--- src/rtl/udp_mch_packetizer.sv ---
// udp_mch_packetizer: round-robin multi-channel byte packetizer with an 8-byte application header
module udp_mch_packetizer #(
    parameter int         N_CH    = 2,
    parameter int         PAYLOAD = 1024,
    parameter int         IFG     = 12,
    parameter logic [7:0] MAGIC   = 8'hA5
) (
    input  logic              clk,
    input  logic              rst,
    input  logic              enable,
    input  logic [N_CH-1:0]   ch_avail,
    input  logic [N_CH-1:0]   ch_valid,
    input  logic [8*N_CH-1:0] ch_data,
    input  logic [N_CH-1:0]   ch_sof,
    output logic [N_CH-1:0]   ch_ready,
    output logic              out_valid,
    input  logic              out_ready,
    output logic [7:0]        out_data,
    output logic              out_sop,
    output logic              out_eop,
    output logic              busy
);
    localparam int SW = N_CH > 1 ? $clog2(N_CH) : 1;
    typedef enum logic [1:0] {IDLE, HDR, PAY, GAP} state_t;
    state_t        r_state, w_next;
    logic [SW-1:0] r_sel, r_rr, w_pick, w_j;
    logic          r_sof0;
    logic [2:0]    r_idx;
    logic [15:0]   r_cnt;
    logic [7:0]    r_gap;
    logic [15:0]   r_frame_cnt [N_CH];
    logic [15:0]   r_pkt_cnt [N_CH];
    logic [15:0]   w_frame_no, w_pkt_no;
    logic [7:0]    w_bytes [N_CH];
    logic [7:0]    w_hdr [8];
    logic          w_start, w_xfer, w_last;
    assign w_start    = enable & (|ch_avail);
    assign w_xfer     = out_valid & out_ready;
    assign w_last     = r_cnt == 16'(PAYLOAD - 1);
    assign w_frame_no = r_frame_cnt[r_sel] + 16'(r_sof0);
    assign w_pkt_no   = r_sof0 ? 16'd0 : r_pkt_cnt[r_sel];
    assign w_hdr[0]   = MAGIC;
    assign w_hdr[1]   = {3'b000, r_sof0, 4'(r_sel)};
    assign w_hdr[2]   = w_frame_no[15:8];
    assign w_hdr[3]   = w_frame_no[7:0];
    assign w_hdr[4]   = w_pkt_no[15:8];
    assign w_hdr[5]   = w_pkt_no[7:0];
    assign w_hdr[6]   = 8'(PAYLOAD >> 8);
    assign w_hdr[7]   = 8'(PAYLOAD);
    // split the flat channel data bus into per-channel bytes
    always_comb begin
        for (int i = 0; i < N_CH; i++) w_bytes[i] = ch_data[8*i +: 8];
    end
    // round-robin pick: nearest requesting channel above the last served one wins
    always_comb begin
        w_pick = r_rr;
        w_j    = '0;
        for (int k = N_CH; k >= 1; k--) begin
            w_j = SW'((int'(r_rr) + k) % N_CH);
            if (ch_avail[w_j]) w_pick = w_j;
        end
    end
    // state register
    always_ff @(posedge clk or posedge rst) begin
        if (rst) r_state <= IDLE;
        else     r_state <= w_next;
    end
    // next-state logic
    always_comb begin
        w_next = r_state;
        case (r_state)
            IDLE:    w_next = w_start ? HDR : IDLE;
            HDR:     w_next = (w_xfer && r_idx == 3'd7) ? PAY : HDR;
            PAY:     w_next = (w_xfer && w_last) ? ((IFG == 0) ? IDLE : GAP) : PAY;
            default: w_next = (r_gap == 8'(IFG - 1)) ? IDLE : GAP;
        endcase
    end
    // outputs: header bytes from the index, payload passed straight through from the selected channel
    always_comb begin
        ch_ready         = '0;
        ch_ready[r_sel]  = (r_state == PAY) & out_ready;
        out_valid        = (r_state == HDR) | ((r_state == PAY) & ch_valid[r_sel]);
        out_data         = (r_state == HDR) ? w_hdr[r_idx] : (r_state == PAY) ? w_bytes[r_sel] : 8'h00;
        out_sop          = (r_state == HDR) & (r_idx == 3'd0);
        out_eop          = (r_state == PAY) & ch_valid[r_sel] & w_last;
        busy             = r_state != IDLE;
    end
    // datapath: selection, byte counters and per-channel frame/packet numbering
    always_ff @(posedge clk or posedge rst) begin
        if (rst) begin
            r_sel  <= '0;
            r_rr   <= SW'(N_CH - 1);
            r_sof0 <= 1'b0;
            r_idx  <= '0;
            r_cnt  <= '0;
            r_gap  <= '0;
            for (int i = 0; i < N_CH; i++) begin
                r_frame_cnt[i] <= '0;
                r_pkt_cnt[i]   <= '0;
            end
        end else begin
            if (r_state == IDLE && w_start) begin
                r_sel  <= w_pick;
                r_sof0 <= ch_sof[w_pick] & ch_valid[w_pick];
                r_idx  <= '0;
                r_cnt  <= '0;
            end
            if (r_state == HDR && w_xfer) r_idx <= r_idx + 3'd1;
            if (r_state == PAY && w_xfer) begin
                r_cnt <= r_cnt + 16'd1;
                if (ch_sof[r_sel]) r_frame_cnt[r_sel] <= r_frame_cnt[r_sel] + 16'd1;
                if (w_last) begin
                    r_pkt_cnt[r_sel] <= w_pkt_no + 16'd1;
                    r_rr             <= r_sel;
                    r_gap            <= '0;
                end
            end
            if (r_state == GAP) r_gap <= r_gap + 8'd1;
        end
    end
endmodule

--- config.mk ---
export PLATFORM = sky130hd
export DESIGN_NAME = udp_mch_packetizer
export DESIGN_NICKNAME = d
export VERILOG_FILES = /design/src/rtl/udp_mch_packetizer.sv
export SDC_FILE = /design/constraint.sdc
export NUM_CORES = 1
export LEC_CHECK = 0
export CORE_MARGIN = 2
export CORE_UTILIZATION = 45
export DETAILED_ROUTE_END_ITERATION = 10
export DONT_BUFFER_PORTS = 1
export HOLD_SLACK_MARGIN = 0.06
export RECOVER_POWER = 25
export SYNTH_ARGS = -nofsm -noshare
export SYNTH_HDL_FRONTEND = slang
export SYNTH_SLANG_ARGS = --single-unit
--- constraint.sdc ---
create_clock -name clk -period 7.7 [get_ports clk]
set_clock_uncertainty 0.2 [all_clocks]
set_input_delay 1.54 -clock clk [delete_from_list [all_inputs] [get_ports clk]]
set_output_delay 1.54 -clock clk [all_outputs]
set_load 0.005 [all_outputs]
# Word level (Yosys, flattened, before mapping)
# Cells that the tools add are included.
# classes
n_addsub	8
order_cmp	8
eq_ne	6
n_mux	47
n_bitwise	11
n_reduce_logical	18
# op_table
op	n
two-way mux 16 bit	10
two-way mux 8 bit	10
bitwise mux 32 bit	2
adder 16 x 1 -> 16 bit, second input constant	3
binary-select mux 8 bit (select 3 bit)	1
two-way mux 1 bit	17
adder 16 x 1 -> 16 bit	1
demux 16 bit (select 1 bit)	1
== test 16 x 10 -> 1 bit, second input constant	1
nonzero test 2 bit	5
adder 8 x 1 -> 8 bit, second input constant	1
== test 8 x 4 -> 1 bit, second input constant	1
< comparator 1 x 2 -> 1 bit, second input constant	4
AND 1 bit	7
logical AND 1 bit	7
two-way mux 3 bit	2
case mux 2 bit (3 select lines)	1
AND reduction 2 bit	3
== test 2 bit, second input constant	2
>= comparator 4 bit, second input constant	1
two-way mux 2 bit	2
NOT 3 -> 4 bit	1
adder 3 x 1 -> 3 bit, second input constant	1
== test 3 bit, second input constant	1
12 further kinds	13
# word_totals
reg_bits	96
inputBits	26
output_inout_bits	14

# Depth between registers and ports, before layout
# depth
ltp_word	9
mapped_depth	13
ltp_nobuf	9

# Worst setup path after synthesis
# Ideal clock, no wire load.
# synth_path
path_type	reg-to-output
startpoint	register r_sel
endpoint	output port out_data[0]
arrival_time_ns	2.654
slack_ns	3.306
path_stages_with_launch	14
cell_sequence	dfrtp_1 buf_6 buf_6 buf_6 buf_2 buf_2 mux2_2 ha_1 nand4_1 a221oi_2 a21oi_1 o21ai_0 a21boi_0 o21ai_0
# synth_between
elab_chain_len	9
elab_cells_between_ends	17
classes_between	1 x add/sub; 15 x mux; 1 x bitwise
# synth_lines
element	line	rtl
from (decl)	26	logic [SW-1:0] r_sel, r_rr, w_pick, w_j;
from (signal assigned)	103	r_sel <= w_pick;
NOT 1 -> 2 bit (implied by the code)	40, 41, 83	
two-way mux 16 bit (on tied branches) (3 in series)	40, 41	
adder 16 x 1 -> 16 bit or two-way mux 16 bit (tied branches)	40, 41	
binary-select mux 8 bit (select 3 bit)	83	out_data = (r_state == HDR) ? w_hdr[r_idx] : (r_state == PAY) ? w_bytes[r_sel] : 8'h00;
two-way mux 8 bit (implied by the code) (2 in series)	83	
two-way mux 8 bit *	83	
to (decl)	18	output logic [7:0] out_data,
# Every way passes the cells marked *; elsewhere a longest branch is shown, timed or not. The select of a mux whose other input is x is not followed.

==> reports/metrics.yaml <==
route:
  wl_um: 13700
  drc: 0
  dr_total_vias: 4677
  antenna_left: 0
  drtIter0Drc: 362
  viasPerCell: 5.76
  drt-wirelength-per-cell_um: 16.9
  drt_first_pass_iters: 5
worst_setup_path:
  rr_worst_depth: 8
  cp_top_family: "buffers and inverters"
  startpoint_type: "input port"
  path_buf_inv: 2
  crit_type: "in2async"
  critPathArrivalTime_ns: 4.74
  cp_slowest_stage_delay_ns: 2.10
  path_depth: 2
  crit_chain: "clkinvlp_2 > clkbuf_1"
  worst-path-max-fanout: 53
  critPathSlowestCell: "clkbuf_1"
  cp_data_required_time_ns: 7.13
  crit_path_end_kind: "asynchronous set/reset pin"
finish:
  nets: 670
  area.growth.synth_to_final_pct: 6.05
  antennaDiodeCount: 0
  drive_above_1_share_pct: 9.69
  stdcell_area_um2: 6270
placement:
  dp_hpwl_um: 9910
  portBuffers: 0
  placed_area_um2: 5970
  gp_congestion: 0.857
  dp_slack_ns: 3.02
cts:
  cts_tree: "yes"
  clock_sinks: 96
  clkTransAtPathRegs_ns: 0.07
  cts_hold_buf: 0
  cts_resized: 0
  cts_setup_buffers: 0
  root_buffer: "clkbuf_16"
  numCtsBuffers: 9
  clk_latency_ns: 0.35
  htreeDepth: 3
  clockBufferDepth: 2
floorplan:
  chipWidth_um: 119
  die-height_um: 119
  initial_utilization_pct: 46.5
  io_pins: 40
  dieArea_um2: 14100
  core-area_um2: 12700
  num_rows: 41
pwr:
  p_total_mw: 1.50
  powerDensity_nw_per_um2: 239
  p_leak_nw: 2.81
  ir_drop_mv: 0.159
logic_synthesis:
  ys.flop_type: "dfrtp_1"
  syn_area_per_cell_um2: 9.00
  syn_area_um2: 5910
  ys_seq_area_share_pct: 40.6
  syn-instance-count: 657
  ys.warnings.count: 0
  yosys.area.top_type: "dfrtp_1"
  synth.distinct_cells: 69
  async_flop_share_pct: 100
  synth_edf_count: 0
  synth_seq_cells: 96
  synth_area_leaders: "dfrtp_1 (40%), nand2_1 (6.3%), mux2i_1 (6.1%), o21ai_0 (5.3%), nand3_1 (4.3%)"
  syn_nets: 692
  netlist.area_leader.share_pct: 40.2
sta:
  fin_setup_tns_ns: 0
  setup_viol: 0
  fin_ws_ns: 2.39
  hold_ws_ns: 0.263
  layout_min_cycle_time_ns: 5.31
  slew_viol_final: 99
  max_freq_ghz: 0.188
  hold_viol: 0
  relSlewSlack_pct: -89.6
  min_period_over_period_pct: 69.0
  worst_pin_slew_ns: 2.84
  rsz0062_at_grt: "no"
outcome:
  status: "finished, violations left"
  violations: "max-capacitance violations, max-slew violations"
worst_hold_path:
  whs_path_depth: 1
  holdCritPathClass: "reg2reg"
global_routing:
  overflow: 0
  grt_use_total_pct: 20.5
  antenna_found_initial: 0
  grt_pass1_wl_um: 23000
  grt_pass1_vias: 4450
  grt_max_degree: 54
flow_run:
  max_cap_viol_count: 2
cell families (layout without fill, tap and decap cells):
| family | Yosys count | in the layout | share of synthesized area, % |
|---|---|---|---|
| AOI/OAI and AO/OA | 128 | 128 | 13.0 |
| xor gates and xnor gates | 46 | 46 | 6.81 |
| adders and majority gates | 9 | 9 | 1.90 |
| muxes | 54 | 54 | 9.52 |
| DFF | 96 | 96 | 40.6 |
| buffers and inverters | 46 | 29 | 3.91 |
| and+or+nand+nor | 278 | 278 | 24.2 |
final timing paths:
path | from | end | slack [ns]
setup / recovery | rst | r_sel | 2.39
hold / removal | r_frame_cnt[28] | r_frame_cnt[28] | 0.26
setup reg to reg | r_sel | r_pkt_cnt[14] | 3.88
hold reg to reg | r_frame_cnt[28] | r_frame_cnt[28] | 0.26
max in group clk | r_sel | out_data[0] | 2.64
min in group asynchronous | rst | r_cnt[0] | 1.36
power breakdown:
group | switching [mW] | internal, mW
clock network | 0.189 | 0.268
logic | 0.264 | 0.146
registers | 0.0888 | 0.544
layer usage:
metal / part of all wire (%) / wire [um] / track usage (%)
met4: 2.6 / 354 / 7.74
met2: 45 / 6160 / 31.0
met3: 5.0 / 691 / 5.02
met5: 0 / 0 / 0
met1: 48 / 6540 / 28.3
cell type report:
type                       instances  area [um2]
clock buffer                      11         253
timing repair buffer               5        33.8
sequential                        96        2400
clock inverter                     5        55.1
inverter                           8        31.3
multi-input combinational        515        3280
fill                            1253        6450
tap                              172         215
cells in the final DEF (no fill, tap or decap), types with 13 or more instances in the layout:
master and n:
a21oi_1 22, dfrtp_1 94, mux2_2 18, o21ai_0 63, mux2i_1 36, and3_1 13, xnor2_1 27, xor2_1 19
nor2_1 42, nand3_1 51, nor3_1 13, nand2_1 99
per-stage QoR:
stage,instances,utilization [%]
final,812,49.3
after global routing,812,49.3
after CTS,812,49.3
after detailed placement,796,46.9
after global placement,796,46.9
after floorplan,657,-
flip-flops by register name, summed over array words and instances (netlist names), 2 cells and up:
| register | count |
|---|---|
| r_cnt | 16 |
| r_frame_cnt | 32 |
| r_gap | 8 |
| r_idx | 3 |
| r_pkt_cnt | 32 |
| r_state | 2 |
cell usage after synthesis (7+ instances only):
cell	number
nand2_1	99
dfrtp_1	95
o21ai_0	63
nand3_1	51
nor2_1	42
mux2i_1	36
xnor2_1	27
a21oi_1	22
clkbuf_1	20
xor2_1	19
mux2_2	18
and3_1	13
nor3_1	13
buf_2	10
ha_1	9
nand3b_1	9
nand4_1	9
inv_1	7
Note: power is estimated with default switching activity, not from simulation.
==> edit (same flow settings) <==
`N_CH`: 2 -> 8.
--- a/src/rtl/udp_mch_packetizer.sv
+++ b/src/rtl/udp_mch_packetizer.sv
@@ -1,6 +1,6 @@
 // udp_mch_packetizer: round-robin multi-channel byte packetizer with an 8-byte application header
 module udp_mch_packetizer #(
-    parameter int         N_CH    = 2,
+    parameter int         N_CH    = 8,
     parameter int         PAYLOAD = 1024,
     parameter int         IFG     = 12,
     parameter logic [7:0] MAGIC   = 8'hA5
Ports: changed (5 resized); port bits go from 40 to 112. The function was not compared with the original's and may differ.
==> edit against the original RTL <==
- the run still ends with max-capacitance violations, max-slew violations left
- global-route usage is 2.7 points higher
- total power grew to 3.0 times the old value
- sequential power grew to 2.7 times the old value
- cell count is 130% higher
- sequential cell count is 196 higher
- critical path depth is 10 higher
- maximum frequency is 18% lower
- wire length grew to 3.2 times the old value
- worst setup slack worse by 1100 ps
- cell area grew to 2.8 times the old value
- area after synthesis grew to 2.7 times the old value
- critical path type is now reg -> out
- largest cell class unchanged
==> edit: results (changes against the original RTL) <==
status -> finished, violations left (unchanged)
failing checks -> max-capacitance violations, max-slew violations (unchanged)
Peak VDD IR -> 0.0001877 V (was 0.0001586 V)
FF-to-FF End -> r_pkt_cnt[15]$_DFFE_PP0P_ (was r_pkt_cnt[14]$_DFFE_PP0P_)
M2 GR Usage -> 0.3507 (was 0.3100)
dpl cell area -> 0.01632 mm^2 (was 0.005968 mm^2)
pin count of the biggest net entering global routing -> 164 (was 54)
Synth Area in XOR/XNOR -> 0.02344 (was 0.06813)
Comb power -> 1.14 mW (was 0.409 mW)
synth top area cells -> dfrtp_1 (45%), mux2_2 (12%), mux4_2 (4.7%), nor2_1 (3.6%), nand2_1 (3.0%) (was dfrtp_1 (40%), nand2_1 (6.3%), mux2i_1 (6.1%), o21ai_0 (5.3%), nand3_1 (4.3%))
critical path startpoint -> r_sel[0]$_DFFE_PP0P_ (was rst)
Synthesized Nets -> 1530 (was 692)
vias in the first global route -> 11315 (was 4450)
DP HPWL -> 28820 um (was 9909 um)
Critical Path AT -> 4710 ps (was 4740 ps)
M1 WL -> 20540 um (was 6535 um)
max-slew violations -> 295 (was 99)
M3 GR Usage -> 0.04254 (was 0.05019)
CP max FO -> 27 (was 53)
switching pwr -> 1.515 mW (was 0.5414 mW)
total track usage -> 0.2321 (was 0.2046)
CP Capture Point -> out_data[2] (was r_sel$_DFFE_PP0P_)
worst slack, placed -> 1897 ps (was 3017 ps)
power share of the combinational group -> 0.254 (was 0.273)
clock buffer depth -> 3 (was 2)
met1 Use GR -> 0.3481 (was 0.2826)
synth unique cells -> 96 (was 69)
post-DR vias/cell -> 6.076 (was 5.760)
commonest cells in the netlist -> dfrtp_1 (289), mux2_2 (177), nor2_1 (153) (was nand2_1 (99), dfrtp_1 (95), o21ai_0 (63))
hold endpoint -> r_cnt[9]$_DFFE_PP0P_ (was r_frame_cnt[28]$_DFFE_PP0P_)
clk_lat worst skew -> 570 ps (was 350 ps)
Slew @ Worst Pin -> 3345 ps (was 2844 ps)
number of DRC markers in iteration 0 -> 980 (was 362)
register area share after synthesis -> 0.4534 (was 0.4065)
post-synthesis adder-cell area fraction -> 0.008536 (was 0.01904)
CTS Buf Count -> 31 (was 9)
Seq. pwr -> 1.69 mW (was 0.633 mW)
max-cap viol count -> 2 (unchanged)
edit: cell types whose count changed in the layout (fill, tap and decap cells not counted), moves of 11 or more:
cell	change
a21oi_1	+32
a221oi_1	+22
a22oi_1	+39
buf_4	+18
clkbuf_16	+22
dfrtp_1	+192
mux2_2	+159
mux2i_1	+12
mux4_2	+34
nand2_1	+32
nand3_1	-16
nor2_1	+105
o31ai_1	+11
edit: worst max-delay path, cell delays in order (launching register included):
cell     delay, ps
dfrtp_2        530
buf_4          440
mux4_2         370
mux2i_1        680
inv_1          170
ha_1           270
ha_1           210
nor2b_1        140
and3b_1        250
and3_1         190
o21a_1         170
mux4_2         500
o21ai_1        180
edit: area by class of cell:
| cell class | count | area, um^2 |
|---|---|---|
| inverter | 16 | 61.31 |
| clock buffer | 39 | 855.8 |
| clock inverter | 19 | 290.3 |
| sequential | 292 | 7317 |
| multi-input combinational | 1035 | 8153 |
| fill | 3223 | 17960 |
| timing repair buffer | 24 | 177.7 |
| tap | 461 | 576.8 |
